==> src/rtl/mac_pkg.sv <==
// rtl/mac_pkg.sv - shared MAC datapath widths and divider FSM state encoding
package mac_pkg;

   // Operand width of the MAC multiplier and its product width
   localparam int MAC_AW = 8;
   localparam int MAC_PW = 16;

   // Divider control states
   typedef enum logic [1:0] {
      S_IDLE = 2'd0,
      S_RUN  = 2'd1,
      S_DONE = 2'd2
   } div_state_t;

endpackage

==> src/rtl/seq_restoring_divider_if.sv <==
// rtl/seq_restoring_divider_if.sv - start/busy/done request bus of the divider
interface seq_restoring_divider_if #(
   parameter int DW = 16,
   parameter int VW = 8
);
   logic          start;
   logic [DW-1:0] dividend;
   logic [VW-1:0] divisor;
   logic          busy;
   logic          done;
   logic [DW-1:0] quotient;
   logic [VW-1:0] remainder;
   logic          div_zero;

   modport master (
      output start, dividend, divisor,
      input  busy, done, quotient, remainder, div_zero
   );

   modport slave (
      input  start, dividend, divisor,
      output busy, done, quotient, remainder, div_zero
   );
endinterface

==> src/rtl/div_step.sv <==
// rtl/div_step.sv - one combinational restoring trial-subtract step
module div_step #(
   parameter int VW = 8
) (
   input  logic [VW-1:0] pr,
   input  logic          next_bit,
   input  logic [VW-1:0] divisor,
   output logic [VW-1:0] pr_next,
   output logic          q_bit
);
   // The partial remainder is always below the divisor, so the shifted value
   // fits in VW+1 bits and the trial's top bit acts as its sign.
   logic [VW:0] shifted;
   logic [VW:0] trial;

   // Trial subtract; keep the difference when non-negative, else restore
   always_comb begin
      shifted = {pr, next_bit};
      trial   = shifted - {1'b0, divisor};
      q_bit   = ~trial[VW];
      pr_next = q_bit ? trial[VW-1:0] : shifted[VW-1:0];
   end
endmodule

==> src/rtl/seq_restoring_divider.sv <==
// rtl/seq_restoring_divider.sv - iterative restoring divider, one quotient bit per clock
module seq_restoring_divider
   import mac_pkg::*;
#(
   parameter int DW = MAC_PW,
   parameter int VW = MAC_AW
) (
   input  logic                   clk,
   input  logic                   rst,
   seq_restoring_divider_if.slave bus
);
   localparam int CW = $clog2(DW);

   div_state_t    state;
   div_state_t    state_nx;
   logic [CW-1:0] count;
   logic [VW-1:0] pr;
   logic [DW-1:0] q;
   logic [VW-1:0] dvs;
   logic [VW-1:0] pr_nx;
   logic          q_bit;
   logic          accept;
   logic          done_r;
   logic          div_zero_r;
   logic [DW-1:0] quotient_r;
   logic [VW-1:0] remainder_r;

   assign accept = (state == S_IDLE) && bus.start;

   div_step #(.VW(VW)) u_step (
      .pr       (pr),
      .next_bit (q[DW-1]),
      .divisor  (dvs),
      .pr_next  (pr_nx),
      .q_bit    (q_bit)
   );

   // State register
   always_ff @(posedge clk or posedge rst) begin
      if (rst) state <= S_IDLE;
      else     state <= state_nx;
   end

   // Next-state logic: zero divisor skips the iteration entirely
   always_comb begin
      state_nx = state;
      unique case (state)
         S_IDLE: if (bus.start) state_nx = (bus.divisor == '0) ? S_DONE : S_RUN;
         S_RUN:  if (count == '0) state_nx = S_DONE;
         S_DONE: state_nx = S_IDLE;
         default: state_nx = S_IDLE;
      endcase
   end

   // Working registers: operand capture and one shift/subtract per RUN cycle
   always_ff @(posedge clk or posedge rst) begin
      if (rst) begin
         count <= '0;
         pr    <= '0;
         q     <= '0;
         dvs   <= '0;
      end else if (accept) begin
         count <= CW'(DW - 1);
         pr    <= '0;
         q     <= bus.dividend;
         dvs   <= bus.divisor;
      end else if (state == S_RUN) begin
         count <= count - 1'b1;
         pr    <= pr_nx;
         q     <= {q[DW-2:0], q_bit};
      end
   end

   // Result registers: written only on entry to DONE so intermediates never leak
   always_ff @(posedge clk or posedge rst) begin
      if (rst) begin
         quotient_r  <= '0;
         remainder_r <= '0;
      end else if (accept && bus.divisor == '0) begin
         quotient_r  <= '1;
         remainder_r <= bus.dividend[VW-1:0];
      end else if (state == S_RUN && count == '0) begin
         quotient_r  <= {q[DW-2:0], q_bit};
         remainder_r <= pr_nx;
      end
   end

   // Done pulse and divide-by-zero flag follow the DONE state by one cycle
   always_ff @(posedge clk or posedge rst) begin
      if (rst) begin
         done_r     <= 1'b0;
         div_zero_r <= 1'b0;
      end else begin
         done_r <= (state == S_DONE);
         if (accept)                div_zero_r <= 1'b0;
         else if (state == S_DONE)  div_zero_r <= (dvs == '0);
      end
   end

   assign bus.busy      = (state == S_RUN) || (state == S_DONE);
   assign bus.done      = done_r;
   assign bus.quotient  = quotient_r;
   assign bus.remainder = remainder_r;
   assign bus.div_zero  = div_zero_r;
endmodule
==> src/flat_wrapper.sv <==
// flat-port wrapper written by rule: the top's interface ports become plain ports
module seq_restoring_divider_flat import mac_pkg::*;
#(
   parameter int DW = MAC_PW,
   parameter int VW = MAC_AW
)
  (clk, rst, bus_start, bus_dividend, bus_divisor, bus_busy, bus_done, bus_quotient, bus_remainder, bus_div_zero);
  seq_restoring_divider_if #(.DW(DW), .VW(VW)) bus_i ();
  input  logic clk;
  input  logic rst;
  input wire logic [$bits(bus_i.start)-1:0] bus_start;
  input wire logic [$bits(bus_i.dividend)-1:0] bus_dividend;
  input wire logic [$bits(bus_i.divisor)-1:0] bus_divisor;
  output wire logic [$bits(bus_i.busy)-1:0] bus_busy;
  output wire logic [$bits(bus_i.done)-1:0] bus_done;
  output wire logic [$bits(bus_i.quotient)-1:0] bus_quotient;
  output wire logic [$bits(bus_i.remainder)-1:0] bus_remainder;
  output wire logic [$bits(bus_i.div_zero)-1:0] bus_div_zero;
  assign bus_i.start = bus_start;
  assign bus_i.dividend = bus_dividend;
  assign bus_i.divisor = bus_divisor;
  assign bus_busy = bus_i.busy;
  assign bus_done = bus_i.done;
  assign bus_quotient = bus_i.quotient;
  assign bus_remainder = bus_i.remainder;
  assign bus_div_zero = bus_i.div_zero;
  seq_restoring_divider #(.DW(DW), .VW(VW)) u_core (.clk(clk), .rst(rst), .bus(bus_i));
endmodule
==> config.mk <==
export PLATFORM = sky130hd
export DESIGN_NAME = seq_restoring_divider_flat
export DESIGN_NICKNAME = d
export VERILOG_FILES = /design/src/rtl/mac_pkg.sv /design/src/rtl/seq_restoring_divider_if.sv /design/src/rtl/div_step.sv /design/src/rtl/seq_restoring_divider.sv /design/src/flat_wrapper.sv
export SDC_FILE = /design/constraint.sdc
export NUM_CORES = 1
export LEC_CHECK = 0
export CORE_MARGIN = 1
export CORE_UTILIZATION = 45
export DETAILED_ROUTE_END_ITERATION = 16
export PLACE_DENSITY = 0.81
export SLEW_MARGIN = 20
export SYNTH_ARGS = -nofsm -noshare
export SYNTH_HDL_FRONTEND = slang
export SYNTH_HIERARCHICAL = 1
export SYNTH_SLANG_ARGS = --single-unit
export TNS_END_PERCENT = 10
==> constraint.sdc <==
create_clock -name clk -period 4.59 [get_ports clk]
set_input_delay 0.6885 -clock clk [delete_from_list [all_inputs] [get_ports clk]]
set_output_delay 0.6885 -clock clk [all_outputs]
set_load 0.1 [all_outputs]
# Word level (Yosys, flattened, before mapping)
# Cells that the tools add are included.
[totals]
word_cells = 45
out_inout_bits = 27
ff_bits = 64
[classes]
bitwise = 1
eq_ne = 4
reduce_logical = 12
add_sub_neg = 2
n_mux = 17
[op_table]
columns = ["operator", "count"]
rows = [
  ["two-way mux 16 bit", 4],
  ["two-way mux 8 bit", 5],
  ["zero test 8 bit", 2],
  ["subtractor 9 x 8 -> 9 bit", 1],
  ["two-way mux 4 bit", 2],
  ["two-way mux 2 bit", 3],
  ["nonzero test 2 bit", 3],
  ["zero test 4 bit", 1],
  ["inequality test 2 bit (second input constant)", 2],
  ["one-hot mux 2 bit (2 select lines)", 1],
  ["subtractor 4 x 1 -> 4 bit (second input constant)", 1],
  ["logical AND 1 bit", 3],
  ["equality test 2 x 1 -> 1 bit (second input constant)", 1],
  ["equality test 2 bit (second input constant)", 1],
  ["zero test 2 bit", 1],
  ["two-way mux 1 bit", 2],
  ["AND reduction 2 bit", 1],
  ["logical OR 1 bit", 1],
  ["NOT 1 bit", 1],
]

# Longest topological paths before layout
[logic_depth]
word_depth = 4
ltp_mapped = 11
ltp_nobuf = 11

# By module
# The synthesis kept the hierarchy.
[by_module_without_submodules]
columns = ["module", "area_per_inst_um2", "cells_each", "n_inst"]
rows = [
  ["seq_restoring_divider", 2882.8, 275, 1],
  ["div_step", 485.5, 58, 1],
]

# Worst setup path after synthesis
# OpenSTA, ideal clock, no wires.
[synth_timing]
path_kind = "register -> register"
start = "register u_core.q[15]"
end = "register u_core.remainder_r[3] (netlist: u_core/bus.remainder[3])"
stages_incl_launch_ff = 12
arrival_ps = 2643
slack_ps = 1823
setup_time_ps = 125
synth_period_minus_slack_ps = 2767
cell_sequence = "dfrtp_1 > inv_1 > ha_1 > inv_1 > fa_1 > a21o_1 > a21oi_2 > o31ai_4 > xor2_4 > mux2_2 > mux2_2 > mux2_2"
[synth_between]
elab_chain_cells = 4
[synth_lines]
columns = ["item", "line_no", "source"]
rows = [
  ["start: declaration", "seq_restoring_divider.sv:18", "logic [DW-1:0] q;"],
  ["start signal: assignment", "seq_restoring_divider.sv:65", "q <= bus.dividend;"],
  ["start signal: assignment", "seq_restoring_divider.sv:70", "q <= {q[DW-2:0], q_bit};"],
  ["subtractor 9 x 8 -> 9 bit", "div_step.sv:19", "trial = shifted - {1'b0, divisor};"],
  ["two-way mux 8 bit", "div_step.sv:21", "pr_next = q_bit ? trial[VW-1:0] : shifted[VW-1:0];"],
  ["named net u_core.pr_nx[3]", "seq_restoring_divider.sv:20", "logic [VW-1:0] pr_nx;"],
  ["two-way mux 8 bit", "seq_restoring_divider.sv:82", "end else if (state == S_RUN && count == '0) begin"],
  ["two-way mux 8 bit", "seq_restoring_divider.sv:79", "end else if (accept && bus.divisor == '0) begin"],
  ["end signal: assignment", "seq_restoring_divider.sv:81", "remainder_r <= bus.dividend[VW-1:0];"],
  ["end signal: assignment", "seq_restoring_divider.sv:84", "remainder_r <= pr_nx;"],
  ["end: declaration", "seq_restoring_divider.sv:26", "logic [VW-1:0] remainder_r;"],
]
# The timed path passes the listed nets, and every way through them passes these cells. The select of a mux whose other input is x is not followed.
# A chain may end at the register's enable or synchronous reset.

# Worst setup path in the final report
[layout_timing]
start = "register u_core.q[15]"
end = "register u_core.remainder_r[6] (netlist: u_core/bus.remainder[6])"
# The elaborated chain is that of the path after synthesis.

==> summary.txt <==
status = finished clean
input/output buffers = 53
Area growth, synth to finish = 23.5%
Post-DP HPWL = 5.09 mm
Root Driver = clkbuf_8
Synth Flop Type = dfrtp_1
Yosys cell types = 43
worst setup margin = 1.51 ns
MaxCap Viol Count = 0
register bit total from synthesis = 64
Worst Hold Class = reg -> reg
clock tree sinks = 64
Critical Path RT = 4.81 ns
worst r2r src = u_core/q[15]$_DFFE_PP0P_
final worst path period need = 3.08 ns
Post-Syn Area = 3370 um2
vias per cell = 5.28
Placement Setup Slack = 1.53 ns
final hold slack = 0.497 ns
Top Metal Used = met4
post-CTS setup buffers = 0
unrepaired setup endpoints after global routing = false
IO Pins = 54
n_diodes = 0
Hold Path End = u_core/bus.quotient[0]$_DFFE_PP0P_
WL per Instance = 14.9 um
reg-to-reg setup timing slack = 1.51 ns
Mapped Cells = 333
NetSw = 0.000934 W
met3 wire length = 332 um
Pwr Density = 550 nW/um2
P_leak = 1.89 nW
Yosys top cell area share = 47.5%
Seq. cell area = 1600 um2
arrival time at the worst endpoint = 3.30 ns
Post-Syn Nets = 373
sequential cell area fraction in the yosys report = 47.5%
CTS Hold Buffers Added = 0
vias post-DR = 2564
ys async rst share = 100%
First-pass DRT Iterations = 4
CTS Buffer Depth = 2
antenna violations before repair = 0
reg2reg end = u_core/bus.remainder[6]$_DFFE_PP0P_
die height = 88.5 um
H-tree depth = 3
area leader, netlist = dfrtp_1
worst-case reg-to-reg path depth = 11
yosys warns = 6
post-route ant nets = 0
core area = 7250 um2
layout cells sized above 1 = 13.7%
later-pin clock latency in the skew report = 0.34 ns
worst hold path cell count = 2
Clk pwr share = 20.5%
Nets = 423
cell internal pwr = 0.00136 W
min-delay src = u_core/bus.quotient[0]$_DFFE_PP0P_
post-CTS resize count = 0
CTS tree = yes
period utilisation layout = 67.1%
fmax = 325 MHz
Slew @ Worst Pin = 1.07 ns
All-Layer GR Usage = 20.6%
Setup CP Type = reg -> reg
Flop pwr share = 35.6%
power consumption = 0.00229 W
pin count of the biggest net entering global routing = 51
Worst-path clk slew = 0.07 ns
startpoint types = flip-flop
Mean Syn Cell Area = 10.1 um2
footprint of the multi-input gates = 1630 um2
final slew viol count = 0
Comb pwr share = 43.9%
wl on met1 = 3.22 mm
Net Sw Frac = 40.8%
Fin. Hold Viols = 0
first-pass GRT wire length = 12.1 mm
Routability Congestion = 0.823
Met2 Wirelength = 3.58 mm
DRC = 0
final setup fails = 0
top post-synthesis cells by area = dfrtp_1 (48%), nand2_1 (9.0%), mux2i_1 (7.4%), mux2_2 (5.7%), ha_1 (4.5%)
number of synthesized flops with an enable pin = 0
Chip Width = 88.5 um
First DRT Iteration DRCs = 141
gr ovfl total = 0
vias in the first global route = 2537
Rel. slew slack = 28.3%
DIE AREA = 7830 um2
filler instances = 619
crit-path max FO = 10
cell row count = 31
initial cell density of the core = 46.4%
Worst Skew = 0.00554 ns
CTS Buf Count = 9
element type at the critical path end = flip-flop
Total Wirelength = 7.23 mm
setup total negative slack = 0 ns
Peak VDD IR = 384 uV
-- Yosys cell counts, drive strengths merged (3+ instances only) --
cell	instances
dfrtp	64
nand2	81
nor2	13
nand3	19
nand2b	4
mux2	24
xnor2	4
nor4	4
ha	12
xor2	3
clkbuf	8
inv	15
buf	10
o21ai	20
a21oi	7
mux2i	25
-- worst max-delay path, stage by stage (launching register included) --
cell and delay [ns]:
dfrtp_1 0.41, inv_1 0.09, ha_1 0.16, inv_1 0.05, fa_1 0.40, a21o_1 0.19, a21oi_2 0.26, o31ai_4 0.13
xor2_4 0.35, mux2_1 0.39, mux2_2 0.27, mux2_2 0.26
-- final cells by class --
type	count	share of cell area (%)
Multi-Input combinational cell	236	39.2
Inverter	15	1.35
Clock inverter	6	1.47
Sequential cell	64	38.5
Clock buffer	9	2.98
Tap cell	99	2.98
Timing Repair Buffer	57	13.5
-- metrics by stage --
step,area [um2],utilization (%),instances
3_5_place_dp,3980,54.8,471
4_1_cts,4160,57.4,486
6_report,4160,57.4,486
5_1_grt,4160,57.4,486
2_1_floorplan,3370,-,333
3_3_place_gp,3980,54.8,471
-- layout by cell type, fill, tap and decap left out, types with 2 or more instances in the layout --
master,count
nand2_1,81
dfrtp_1,64
clkdlybuf4s50_1,53
mux2i_1,25
o21ai_0,20
nand3_1,19
mux2_2,17
inv_1,14
nor2_1,13
ha_1,11
clkbuf_8,9
a21oi_1,6
mux2_4,6
xnor2_1,4
nand2b_1,4
buf_4,4
clkinv_2,3
nor4_2,2
nor4_1,2
xor2_1,2
-- power groups by stage --
stage	combinational, W	clock, W	sequential, W
floorplan	0.000751	0	0.000846
global placement	0.000965	0	0.000816
detailed placement	0.000993	0	0.000824
CTS	0.00100	0.000476	0.000814
global route	0.00111	0.000503	0.000835
finish	0.00100	0.000469	0.000816
-- how the worst max path moves through the flow --
| stage | start | to | slack [ns] | cells past startpoint |
|---|---|---|---|---|
| after floorplan | u_core/q[15]$_DFFE_PP0P_ | u_core/bus.remainder[3]$_DFFE_PP0P_ | 1.82 | 11 |
| after global placement | u_core/q[15]$_DFFE_PP0P_ | u_core/bus.remainder[1]$_DFFE_PP0P_ | 1.57 | 11 |
| after detailed placement | u_core/q[15]$_DFFE_PP0P_ | u_core/bus.remainder[6]$_DFFE_PP0P_ | 1.53 | 11 |
| after CTS | u_core/q[15]$_DFFE_PP0P_ | u_core/bus.remainder[6]$_DFFE_PP0P_ | 1.52 | 11 |
| after global routing | u_core/q[15]$_DFFE_PP0P_ | u_core/bus.remainder[6]$_DFFE_PP0P_ | 1.38 | 11 |
| final | u_core/q[15]$_DFFE_PP0P_ | u_core/bus.remainder[6]$_DFFE_PP0P_ | 1.51 | 11 |
-- logic make-up (layout without fill, tap and decap cells) --
kind of cell | count (synthesis) | after routing | share of synthesized area, %
multiplexers | 49 | 49 | 16.1
XOR/XNOR | 7 | 7 | 2.38
AO/OA/AOI/OAI | 37 | 37 | 7.06
AND/OR/NAND/NOR | 130 | 130 | 17.3
flip-flops | 64 | 64 | 47.5
buffers and inverters | 33 | 87 | 4.49
adder cells (fa/ha/maj) | 13 | 13 | 5.05
-- flip-flops by register name, summed over array words and instances (netlist names) --
name	count
u_core/bus.quotient	16
u_core/q	16
u_core/bus.remainder	8
u_core/dvs	8
u_core/pr	8
u_core/count	4
u_core/state	2
u_core/bus.div_zero	1
u_core/bus.done	1
-- routing by layer --
metal	GRT usage, %	up-vias
met5	0	-
li1	-	1225
met2	33.3	58
met1	26.7	1270
met4	7.18	0
met3	5.69	11
(Power assumes the default switching activity.)
